[src/rtl/wb_regfile.sv]
// Write-back stage: selects the write-back value, commits it to the register file and counts retired writes.
// Optional build macro WB_BYPASS_EN adds a write-first bypass on read ports qa/qb (dbg_q is never bypassed).
module wb_regfile #(
    parameter int DW = 32,
    parameter int AW = 5
) (
    input  logic          clk,
    input  logic          clrn,
    input  logic [DW-1:0] wb_result,
    input  logic [DW-1:0] wb_mo,
    input  logic          wb_m2reg,
    input  logic          wb_wreg,
    input  logic [AW-1:0] wb_rn,
    input  logic [AW-1:0] rna,
    input  logic [AW-1:0] rnb,
    output logic [DW-1:0] qa,
    output logic [DW-1:0] qb,
    input  logic [AW-1:0] dbg_rn,
    output logic [DW-1:0] dbg_q,
    output logic [DW-1:0] wb_data,
    output logic [31:0]   wb_count
);

    localparam int NREG = 2 ** AW;

    logic [DW-1:0] regs [NREG];
    logic [31:0]   count_q;
    logic          commit;
    logic [DW-1:0] qa_stored;
    logic [DW-1:0] qb_stored;

    assign wb_data = wb_m2reg ? wb_mo : wb_result;
    assign commit  = wb_wreg && (wb_rn != '0);

    always_ff @(posedge clk or negedge clrn) begin
        if (!clrn) begin
            for (int i = 0; i < NREG; i++) begin
                regs[i] <= '0;
            end
            count_q <= '0;
        end else if (commit) begin
            regs[wb_rn] <= wb_data;
            count_q     <= count_q + 32'd1;
        end
    end

    // Register 0 is forced to zero on read rather than relying on it never being written.
    always_comb begin
        qa_stored = '0;
        qb_stored = '0;
        dbg_q     = '0;
        if (rna != '0) begin
            qa_stored = regs[rna];
        end
        if (rnb != '0) begin
            qb_stored = regs[rnb];
        end
        if (dbg_rn != '0) begin
            dbg_q = regs[dbg_rn];
        end
    end

`ifdef WB_BYPASS_EN
    // commit already excludes register 0, so a bypass can never expose a write to r0.
    always_comb begin
        qa = qa_stored;
        qb = qb_stored;
        if (commit && (rna == wb_rn)) begin
            qa = wb_data;
        end
        if (commit && (rnb == wb_rn)) begin
            qb = wb_data;
        end
    end
`else
    assign qa = qa_stored;
    assign qb = qb_stored;
`endif

    assign wb_count = count_q;

endmodule

[config.mk]
export PLATFORM = sky130hd
export DESIGN_NAME = wb_regfile
export DESIGN_NICKNAME = d
export VERILOG_FILES = /design/src/rtl/wb_regfile.sv
export SDC_FILE = /design/constraint.sdc
export NUM_CORES = 2
export LEC_CHECK = 0
export CAP_MARGIN = 5
export CORE_ASPECT_RATIO = 1.2
export CORE_MARGIN = 5
export CORE_UTILIZATION = 39
export CTS_BUF_LIST = sky130_fd_sc_hd__clkbuf_4 sky130_fd_sc_hd__clkbuf_8
export DETAILED_ROUTE_END_ITERATION = 7
export GPL_TIMING_DRIVEN = 1
export PLACE_DENSITY = 0.52
export SYNTH_ARGS = -nofsm -noshare
export SYNTH_HDL_FRONTEND = slang
export SYNTH_SLANG_ARGS = --single-unit
[constraint.sdc]
create_clock -name clk -period 8.9 [get_ports clk]
set_clock_uncertainty 0.1 [all_clocks]
set_input_delay 2.67 -clock clk [delete_from_list [all_inputs] [get_ports clk]]
set_output_delay 2.67 -clock clk [all_outputs]
set_load 0.03 [all_outputs]
### Word-level counts from Yosys, hierarchy flattened

Cells that the tools add are included.
W data, S select, Z words.

| word-level totals | value |
|---|---|
| input bits | 88 |
| register bits after elaboration | 1,056 |
| word-level logic and storage cells | 65 |

| operators by class | value |
|---|---|
| reduce and logical (&&, ||, !) cells | 6 |
| $add $sub $neg | 1 |
| multiplexer cells | 16 |
| bitwise operators | 4 |
| $lt $le $gt $ge | 5 |

Operators with widths:

| operator | number |
|---|---|
| $bwmux W1024 | 1 |
| $bmux W32 S5 | 3 |
| $mux W32 | 11 |
| $demux W32 S5 | 1 |
| $add A32 B1 Y32 const B | 1 |
| $ge A6 B6 Y1 const B | 4 |
| $not A5 Y6 | 4 |
| $reduce_bool A5 Y1 | 4 |
| $lt A6 B1 Y1 const B | 1 |
| $logic_and A1 B1 Y1 | 2 |

### Longest topological paths before layout

| depth | value |
|---|---|
| depth after elaboration | 6 |
| depth in mapped cells | 9 |

### Worst setup path after synthesis

OpenSTA, ideal clock, no wires.

| path | value |
|---|---|
| kind | input -> output |
| start | input dbg_rn[1] |
| end | output dbg_q[7] |
| stages on the path | 9 |
| data arrival time | 4.894 ns |
| path slack | 1.236 ns |
| buffers on the path | 5 |
| required time | 6.130 ns |
| cell sequence | buf_6 > buf_12 > buf_12 > buf_12 > buf_12 > mux2i_1 > a22oi_1 > a21oi_1 > a2111oi_1 |

| between the ends | value |
|---|---|
| cells in the longest elaborated chain, start to end | 5 |
| elaborated cells on any way between the ends | 6 |
| classes of those cells | 4 x mux; 1 x bitwise; 1 x reduce/logical |

RTL lines:

| what | line | text |
|---|---|---|
| start: declaration | 18 | `input logic [AW-1:0] dbg_rn,` |
| $not A5 Y6 (not written as such) | 59 | `dbg_q = regs[dbg_rn];` |
| $bmux W32 S5 | 59 |  |
| $mux W32 (not written as such) (2 in series) | 59 |  |
| $mux W32 (*) | 58 | `if (dbg_rn != '0) begin` |
| end: declaration | 19 | `output logic [DW-1:0] dbg_q,` |

Every way passes the cells marked *; elsewhere a longest branch is shown, timed or not. The select of a mux whose other input is x is not followed.

### Worst setup path in the final report

| path | value |
|---|---|
| start | input rnb[3] |
| end | output qb[7] |

| between the ends | value |
|---|---|
| cells in the longest elaborated chain, start to end | 5 |
| elaborated cells on any way between the ends | 6 |
| classes of those cells | 4 x mux; 1 x bitwise; 1 x reduce/logical |

RTL lines:

| what | line | text |
|---|---|---|
| start: declaration | 15 | `input logic [AW-1:0] rnb,` |
| $not A5 Y6 (not written as such) | 56 | `qb_stored = regs[rnb];` |
| $bmux W32 S5 | 56 |  |
| $mux W32 (not written as such) (2 in series) | 56 |  |
| $mux W32 (*) | 55 | `if (rnb != '0) begin` |
| end: declaration | 17 | `output logic [DW-1:0] qb,` |

Marks and branches as above.

==> results_dict.tcl <==
set metrics [dict create \
    dp.cells 7858 \
    min_path_type "flop to flop" \
    cpLargestDelayFamily "buffers and inverters" \
    drt_iter0_markers 5938 \
    fmax_mhz 115 \
    grt_pass1_vias 51200 \
    layout_setup_ws_ns 0.241 \
    final_nets 6009 \
    cp_num_buf_inv 4 \
    clock_latency_ns 0.93 \
    critical_path_class "input port to output port" \
    worstMarginPinSlew_ns 1.38 \
    crit_arrival_ns 5.89 \
    grt_pass1_wl_um 388000 \
    start_util 0.392 \
    synth_common_cells "dfrtp_1, o21ai_0, nand2_1, nor2_1, mux4_2" \
    ioPinCount 248 \
    cts_setup_buffers 0 \
    slowest_stage "a2111oi_2" \
    final_cell_area_mm2 0.0741 \
    power_frac_comb 0.289 \
    postRouteAntennaNets 0 \
    powerDensity_mw_per_mm2 225 \
    gr-usage-all-layers 0.316 \
    path_cells "buf_2 > buf_4 > nand2b_1 > buf_4 > a21oi_1 > a2111oi_2 > buf_12" \
    finalCriticalPeriod_ns 8.66 \
    area_growth_pct 16.6 \
    drv_slew 0 \
    place_congestion 0.946 \
    dieHeight_um 452 \
    synthArstFlopShare 1.00 \
    yosysUniqueCellTypes 52 \
    drive_gt1_frac 0.261 \
    h-tree-depth 4 \
    worst_setup_path_end_kind "output port" \
    drt_wl_total_um 273000 \
    period_share 0.973 \
    cts_made_buffers 191 \
    cts.sinks 1054 \
    path_clk_slew_ns 0.05 \
    synthCells 5783 \
    cts_tree "done" \
    relSlewSlack 0.0796 \
    syn_area_mm2 0.0635 \
    yosysMostFrequentCell "dfrtp_1" \
    ys_top_cells_by_area "dfrtp_1, mux4_2, mux2i_1" \
    rr_worst_depth 4 \
    synth_top_cell_by_area "dfrtp_1" \
    critPathRequiredTime_ns 6.13 \
    portBuffers 247 \
    rsz0062_at_grt "no" \
    drtPass1Iterations 6 \
    wire_per_inst_um 33.2 \
    crit_top_cell "buf_4" \
    core_area_mm2 0.162 \
    utilization 0.457 \
    final_cells 8205 \
    place_area_mm2 0.0700 \
    use_met1 0.407 \
    fill_cells 15200 \
    yosys.area.top_type_share 0.415 \
    finalHoldViolations 0 \
    crit_cells 7 \
    cts-root-buf "clkbuf_8" \
    synth_ff_type "dfrtp_1" \
    syn-num-nets 5872 \
    seq_area_frac_synth 0.415 \
    power_frac_seq 0.414 \
    antenna_found_initial 15 \
    dp_hpwl_um 184000 \
    setup_violations 0 \
    p_sw_uw 5720 \
    power.internal_uw 10900 \
    vias 52000 \
    synth-seq-cells 1054 \
    pre_cts_slack_ns 0.272 \
    min_path_cells 0 \
    clockPowerShare 0.297 \
    cts_resized 0 \
    grt-ovfl-total 0 \
    grt_busiest_layer "met2" \
    ys_warn_count 0 \
    critPathLaunchType "input port" \
    slowest_delay_ns 1.13 \
    irDropWorstVdd_v 0.000156 \
    status "complete, no violations" \
    die_w_um 378 \
    p_leak_uw 0.0311 \
    dieArea_mm2 0.171 \
    grt_max_degree 164 \
    row_count 162 \
    avgSynthCellArea_um2 11.0 \
    power_uw 16600 \
    met3_usage 0.0853 \
    swShare 0.344 \
    synth_edf_count 0 \
    cp_max_fo 13 \
    cts_buffer_depth 3 \
    met2_usage 0.492 \
    ctsHoldBuffers 0 \
    via_per_inst 6.34 \
    drv_cap 0 \
    drc 0 \
]
==> stage by stage <==
stage	TNS (ns)	hold slack [ns]
floorplan	0	0.325
global placement	-0.158	0.261
detailed placement	0	0.265
CTS	0	0.276
global route	0	0.290
finish	0	0.273
==> worst paths after layout <==
check	end	slack [ns]	start
min in group asynchronous	regs[131]	1.67	clrn
worst max-delay path	qb[7]	0.24	rnb[3]
worst min-delay path	regs[1006]	0.27	regs[1006]
worst max register to register	wb_count[31]	6.67	wb_count[3]
max in group asynchronous	regs[628]	5.24	clrn
worst min register to register	regs[1006]	0.27	regs[1006]
==> cell families (layout without fill, tap and decap cells) <==
group | Yosys count | after routing | share of synthesized area
AOI/OAI and AO/OA | 1614 | 1614 | 0.156
other | 0 | 3 | 0
and+or+nand+nor | 1311 | 1311 | 0.0851
xor gates and xnor gates | 31 | 31 | 0.00427
DFF | 1054 | 1054 | 0.415
muxes | 1076 | 1076 | 0.282
buffers and inverters | 696 | 983 | 0.0575
adders and majority gates | 1 | 1 | 0.000197
==> registers in the layout, indices dropped and copies added, names as in the netlist <==
name / count
regs: 1022
wb_count: 32
==> placed cells by master, fill, tap and decap left out, types with 70 or more instances in the layout <==
| cell type | netlist | layout |
|---|---|---|
| buf_12 | 20 | 135 |
| o21ai_0 | 583 | 583 |
| nor2_1 | 563 | 549 |
| clkbuf_4 | 0 | 70 |
| nand2_1 | 568 | 568 |
| clkdlybuf4s50_1 | 0 | 135 |
| mux2i_1 | 423 | 391 |
| a21oi_1 | 538 | 538 |
| dfrtp_1 | 1054 | 1054 |
| a22oi_1 | 210 | 210 |
| clkbuf_8 | 0 | 240 |
| mux4_2 | 544 | 544 |
| mux2_2 | 96 | 96 |
| buf_4 | 59 | 312 |
==> power groups by stage <==
stage,combinational [µW],clock (µW),sequential (µW)
global route,5160,5220,7010
global placement,4700,0,6860
floorplan,3130,0,6580
finish,4810,4950,6890
detailed placement,4770,0,6910
CTS,4790,5020,6840
==> per-layer routing <==
metal	vias to the layer above	wire length [µm]
met5	-	48
met3	697	25700
met1	26700	106000
met2	2691	125000
met4	6	16200
li1	21800	-
==> final cells by class <==
| class | count | area (µm²) | share of cell area |
|---|---|---|---|
| antenna | 3 | 7.51 | 0.000101 |
| clock buffer | 305 | 3760 | 0.0507 |
| multi-input combinational | 4033 | 34300 | 0.462 |
| tap | 2132 | 2670 | 0.0360 |
| inverter | 42 | 158 | 0.00213 |
| timing repair buffer | 598 | 6570 | 0.0887 |
| clock inverter | 38 | 289 | 0.00390 |
| sequential | 1054 | 26400 | 0.356 |
==> worst register-to-register path, cell delays in order, from the launching register on <==
cell and delay, ns:
dfrtp_1 0.44, and4_1 0.31, o2111ai_2 0.55, nor4_1 0.58
xor2_1 0.18
Power figures use the tool's default switching activity.
